--- src/rtl/rv_iopmp_error_record.sv ---
// IOPMP error record: latches the first violation and drives the interrupt.
// Optional lost-error counter enabled by defining RV_IOPMP_ERR_CNT_EN.

package rv_iopmp_pkg;

    localparam int unsigned SID_W = 8;

    typedef struct packed {
        logic [SID_W-1:0] sid;
        logic [15:0]      eid;
    } err_reqid_t;

    typedef struct packed {
        logic        error_detected;
        logic [1:0]  ttype;
        logic [2:0]  etype;
        err_reqid_t  err_reqid;
        logic [31:0] err_reqaddr;
        logic [31:0] err_reqaddrh;
    } error_capture_t;

endpackage

module rv_iopmp_error_record
    import rv_iopmp_pkg::*;
#(
    parameter int unsigned SID_WIDTH = SID_W,
    parameter int unsigned CNT_WIDTH = 8
) (
    input  logic                 clk_i,
    input  logic                 rst_ni,
    input  logic                 txn_done_i,
    input  error_capture_t       err_interface_i,
    input  logic                 intr_en_i,
    input  logic                 clear_i,
    output logic                 err_v_o,
    output logic [1:0]           err_ttype_o,
    output logic [2:0]           err_etype_o,
    output logic [SID_WIDTH-1:0] err_sid_o,
    output logic [15:0]          err_eid_o,
    output logic [31:0]          err_addr_o,
    output logic [31:0]          err_addrh_o,
    output logic                 irq_o,
    output logic [CNT_WIDTH-1:0] err_lost_cnt_o
);

    typedef enum logic {
        EMPTY = 1'b0,
        HELD  = 1'b1
    } state_e;

    state_e state_q;
    state_e state_d;
    logic   ev;
    logic   load;

    assign ev = txn_done_i & err_interface_i.error_detected;

    // Next state and capture decision; a clear with a new event recaptures.
    always_comb begin
        state_d = state_q;
        load    = 1'b0;
        unique case (state_q)
            EMPTY: begin
                if (ev) begin
                    load    = 1'b1;
                    state_d = HELD;
                end
            end
            HELD: begin
                if (clear_i) begin
                    if (ev) begin
                        load = 1'b1;
                    end else begin
                        state_d = EMPTY;
                    end
                end
            end
            default: state_d = EMPTY;
        endcase
    end

    // State register.
    always_ff @(posedge clk_i or negedge rst_ni) begin
        if (!rst_ni) begin
            state_q <= EMPTY;
        end else begin
            state_q <= state_d;
        end
    end

    // Record fields; only written on capture.
    always_ff @(posedge clk_i or negedge rst_ni) begin
        if (!rst_ni) begin
            err_ttype_o <= '0;
            err_etype_o <= '0;
            err_sid_o   <= '0;
            err_eid_o   <= '0;
            err_addr_o  <= '0;
            err_addrh_o <= '0;
        end else if (load) begin
            err_ttype_o <= err_interface_i.ttype;
            err_etype_o <= err_interface_i.etype;
            err_sid_o   <= SID_WIDTH'(err_interface_i.err_reqid.sid);
            err_eid_o   <= err_interface_i.err_reqid.eid;
            err_addr_o  <= err_interface_i.err_reqaddr;
            err_addrh_o <= err_interface_i.err_reqaddrh;
        end
    end

    assign err_v_o = (state_q == HELD);
    assign irq_o   = err_v_o & intr_en_i;

`ifdef RV_IOPMP_ERR_CNT_EN
    logic [CNT_WIDTH-1:0] lost_cnt_q;

    // Count events dropped while occupied; saturates, cleared with record.
    always_ff @(posedge clk_i or negedge rst_ni) begin
        if (!rst_ni) begin
            lost_cnt_q <= '0;
        end else if (state_q == HELD) begin
            if (clear_i) begin
                lost_cnt_q <= '0;
            end else if (ev && !(&lost_cnt_q)) begin
                lost_cnt_q <= lost_cnt_q + 1'b1;
            end
        end
    end

    assign err_lost_cnt_o = lost_cnt_q;
`else
    assign err_lost_cnt_o = '0;
`endif

endmodule

--- config.mk ---
export PLATFORM = sky130hd
export DESIGN_NAME = rv_iopmp_error_record
export DESIGN_NICKNAME = d
export VERILOG_FILES = /design/src/rtl/rv_iopmp_error_record.sv
export SDC_FILE = /design/constraint.sdc
export NUM_CORES = 1
export LEC_CHECK = 0
export CORE_ASPECT_RATIO = 0.8
export CORE_MARGIN = 2
export CORE_UTILIZATION = 35
export DETAILED_ROUTE_END_ITERATION = 7
export HOLD_SLACK_MARGIN = 0.12
export PLACE_DENSITY = 0.72
export SETUP_SLACK_MARGIN = 0.15
export SLEW_MARGIN = 0
export SYNTH_ARGS = -nofsm -noshare
export SYNTH_HDL_FRONTEND = slang
export SYNTH_SLANG_ARGS = --single-unit
--- constraint.sdc ---
create_clock -name clk_i -period 2 [get_ports clk_i]
set_clock_uncertainty 0.15 [all_clocks]
set_input_delay 0.3 -clock clk_i [delete_from_list [all_inputs] [get_ports clk_i]]
set_output_delay 0.3 -clock clk_i [all_outputs]
set_load 0.05 [all_outputs]
[Word-level counts from Yosys, hierarchy flattened]
Index checks and enable logic that the tools add are counted.
Word-level totals
  output and inout bits: 103
  logic and storage cells: 15
  register bits after elaboration: 94
Cells by class
  bitwise operators: 3
  multiplexer cells: 5
Operators by type and width (number)
  $pmux W1 S2: 2
  $mux W1: 3
  $and A1 B1 Y1: 2
  $not A1 Y1: 1

[Logic depth before layout (Yosys ltp)]
  depth in word-level cells: 4
  depth in mapped cells: 5

[Worst setup path after synthesis]
Ideal clock, no wire load.
  path type: register to register
  start point: register state_q, in the netlist err_v_o
  end point: register err_addr_o[0]
  data required time: 1725 ps
  cell stages (with the launch flop): 5
  period minus slack after synthesis: 1707 ps
  setup slack: 293 ps
  setup time: 125 ps
  path buffers: 2
  arrival: 1432 ps
  cell sequence: dfrtp_1 > a21oi_4 > buf_12 > buf_12 > mux2_4
On the way
  word-level cells in the longest chain between the ends: 2
Ends and longest elaborated chain
  start, declared: line 52  | state_e state_q;
  start signal, assigned: line 88  | state_q <= state_d;
  $not A1 Y1
  $pmux W1 S2 *: line 63  | unique case (state_q)
  end signal, assigned: line 106  | err_addr_o <= err_interface_i.err_reqaddr;
  end, declared: line 41  | output logic [31:0] err_addr_o,
Every way passes the cells marked *; elsewhere a longest branch is shown, timed or not.
A chain may end at the register's enable or synchronous reset.

[Worst setup path in the final report]
  start point: register err_addrh_o[1]
  end point: output err_addrh_o[1]
RTL lines
  start, declared: line 42  | output logic [31:0] err_addrh_o,
  start signal, assigned: line 107  | err_addrh_o <= err_interface_i.err_reqaddrh;
No word-level cell between the ends.

==> results.md <==
- Worst slew margin: 0.6447
- Most frequent cells in the layout: 97 x clkdlybuf4s50_1, 94 x dfrtp_1, 79 x dlygate4sd2_1, 70 x mux2_4, 30 x buf_4
- Post-Synth Adder-Cell Area: 0
- Clk sinks: 94
- Final design utilization: 0.5744
- CTS tree: done
- GRT busiest layer: met2
- Most common cell after layout, fill and taps aside: clkdlybuf4s50_1
- IO Pins: 202
- Seq pwr share: 0.356
- DR WL/cell: 15.84 um
- Die Y: 98.90 um
- Net Switching: 2603 uW
- Fin area: 6280 sq um
- Arr. time, crit path: 1.25 ns
- Peak supply drop: 0.6001 mV
- Ratio of cells with drive above 1 in the final layout: 0.3449
- PortBufs: 193
- Initial Util: 0.3604
- CP Launch Type: flop
- CP Buf/Inv Count: 1
- GRT overflow: 0
- Number of global-route vias before repair: 2800
- DRT Wirelength: 9123 um
- Sw Share: 0.3794
- Clock slew at reported path FFs: 0.07 ns
- Mapped Avg Cell Area: 18.59 sq um
- MaxCap Viol Count: 0
- Max stage delay on crit path: 0.57 ns
- Post-route ant nets: 0
- Largest family of logic cells by synthesized area: multiplexers
- YS warnings: 0
- Worst-path fanout max: 2
- Post-Synth Simple-Gate Area: 0.002540
- Core footprint: 10930 sq um
- Netlist cell types: 12
- # diodes: 0
- Initial antenna violation count: 0
- Synthesis-to-finish area growth: 59.38%
- CTS Buffer Depth: 2
- Fmax: 0.5886 GHz
- Total CTS buffers: 9
- H-tree depth: 3
- Synthesized flop and latch total: 94
- RePlAce Congestion: 0.7698
- Synth Area in XOR/XNOR: 0
- Area after DPL: 6058 sq um
- Critical Path End Type: output port
- Worst-Skew Late Latency: 0.33 ns
- Mapped Area: 3940 sq um
- Pwr dens: 1092 nW/um^2
- Clock power frac: 0.252
- Met1 GRT Util: 0.2001
- Post-layout nets: 526
- GRT met3 Usage: 0.06597
- Drt drc: 0
- Compound-Gate Fraction of Synth Area: 0.005399
- Number of DRC violations after detailed-routing iteration 0: 41
- Cell Chain, Critical Path: dlygate4sd2_1
- Critical path's top delay family: buffers and inverters
- Worst-Margin Slew: 0.5350 ns
- Pleak: 0.002923 uW
- Final Hold Vio Count: 0
- Met2 Use GR: 0.2436
- Max Slew Vio Count: 0
- Post-CTS setup buffers: 0
- Routed via count: 2516
- Worst hold-check path type: input port to asynchronous set/reset pin
- Die ar.: 12130 sq um
- Final HPWL DP: 6858 um
- Slowest cell on the critical path: dlygate4sd2_1
- Mux cell area share after synthesis: 0.3325
- Syn Inst Count: 212
- Total GRT Usage: 0.1578
- Num rows: 34
- Tcrit/Tclk final: 0.8495
- Kind of critical path: flop to output port
- RSZ-0062 raised after global routing: false
- First-pass iteration count of the detailed router: 4
- Combinational Power Share: 0.392
- Via density: 4.368
- First-pass GRT wire length: 14590 um
- Final setup vio count: 0
- Largest net degree at the start of global routing: 40
- DIE WIDTH: 122.6 um
- Status: complete, no violations
- Clock root cell: clkbuf_16
- Sequential share of the synthesized area: 0.5970
- Setup TNS Final: 0 ns
- Final period demand of the worst path: 1.699 ns
- Fillers: 874
- Worst EP required: 1.55 ns
- Int Pwr: 4257 uW
==> registers in the layout (all words and copies together), names as in the netlist <==
signal / count
err_addr_o: 32
err_addrh_o: 32
err_eid_o: 16
err_etype_o: 3
err_sid_o: 8
err_ttype_o: 2
err_v_o: 1
==> cell usage after synthesis, drive strengths merged <==
master | number | area [sq um]
dfrtp | 94 | 2352
conb | 1 | 3.750
nand2 | 1 | 3.750
a21oi | 1 | 16.27
inv | 2 | 7.500
and2 | 1 | 6.260
mux2 | 93 | 1310
o21ai | 1 | 5.000
buf | 18 | 235.2
==> power groups by stage <==
| stage | Combinational, uW | Sequential [uW] | Clock, uW |
|---|---|---|---|
| detailed placement | 2910 | 2480 | 0 |
| CTS | 2710 | 2450 | 1790 |
| global placement | 2890 | 2480 | 0 |
| finish | 2690 | 2440 | 1730 |
| global route | 2800 | 2490 | 1890 |
| floorplan | 627 | 3710 | 0 |
==> stage by stage <==
stage / hold WS [ns] / cells / setup WS (ns) / total power (uW)
after global placement: 0.1398 / 559 / 0.01812 / 5370
after detailed placement: 0.1430 / 559 / -0.02971 / 5399
after CTS: 0.3168 / 576 / 0.2804 / 6956
after global routing: 0.3448 / 576 / 0.2377 / 7181
final: 0.3125 / 576 / 0.3011 / 6860
after floorplan: -0.1456 / 219 / 0.2932 / 4340
==> per-layer routing <==
layer	up-vias	share of wire
met3	14	0.095
met4	0	0.016
met1	1224	0.43
li1	1153	-
met2	125	0.46
met5	-	0
==> cells by family (layout without fill, tap and decap cells) <==
group,Yosys count,after routing
multiplexers,93,93
AO/OA/AOI/OAI,2,2
other,1,8
buffers and inverters,20,233
AND/OR/NAND/NOR,2,2
flip-flops,94,94
==> repair_timing <==
| action | 4_1_cts | 5_1_grt |
|---|---|---|
| resized for setup | 79 | 0 |
| hold buffers | 1 | 0 |
| setup endpoints to repair | 79 | 0 |
| endpoints found under the hold margin | 31 | 0 |
==> area by class of cell <==
| type | count | area, sq um | area share |
|---|---|---|---|
| clock inverters | 6 | 71.32 | 0.01136 |
| repair buffers | 215 | 2058 | 0.3278 |
| inverters | 2 | 7.507 | 0.001195 |
| flip-flops and latches | 94 | 2352 | 0.3746 |
| clock buffers | 10 | 239.0 | 0.03806 |
| multi-input cells | 105 | 1371 | 0.2184 |
| well taps | 144 | 180.2 | 0.02869 |
==> worst paths after layout <==
| path | depth (start not counted) | from | endpoint | slack, ns |
|---|---|---|---|---|
| max | 1 | err_addrh_o[1] | err_addrh_o[1] | 0.30 |
| min | 2 | rst_ni | err_addrh_o[9] | 0.31 |
| max reg2reg | 4 | err_v_o | err_addrh_o[16] | 0.41 |
| min reg2reg | 1 | err_addr_o[1] | err_addr_o[1] | 0.35 |
| max in group asynchronous | 3 | rst_ni | err_addr_o[14] | 0.70 |
| min in group clk_i | 1 | err_addr_o[1] | err_addr_o[1] | 0.35 |
Note: power is estimated with default switching activity, not from simulation.
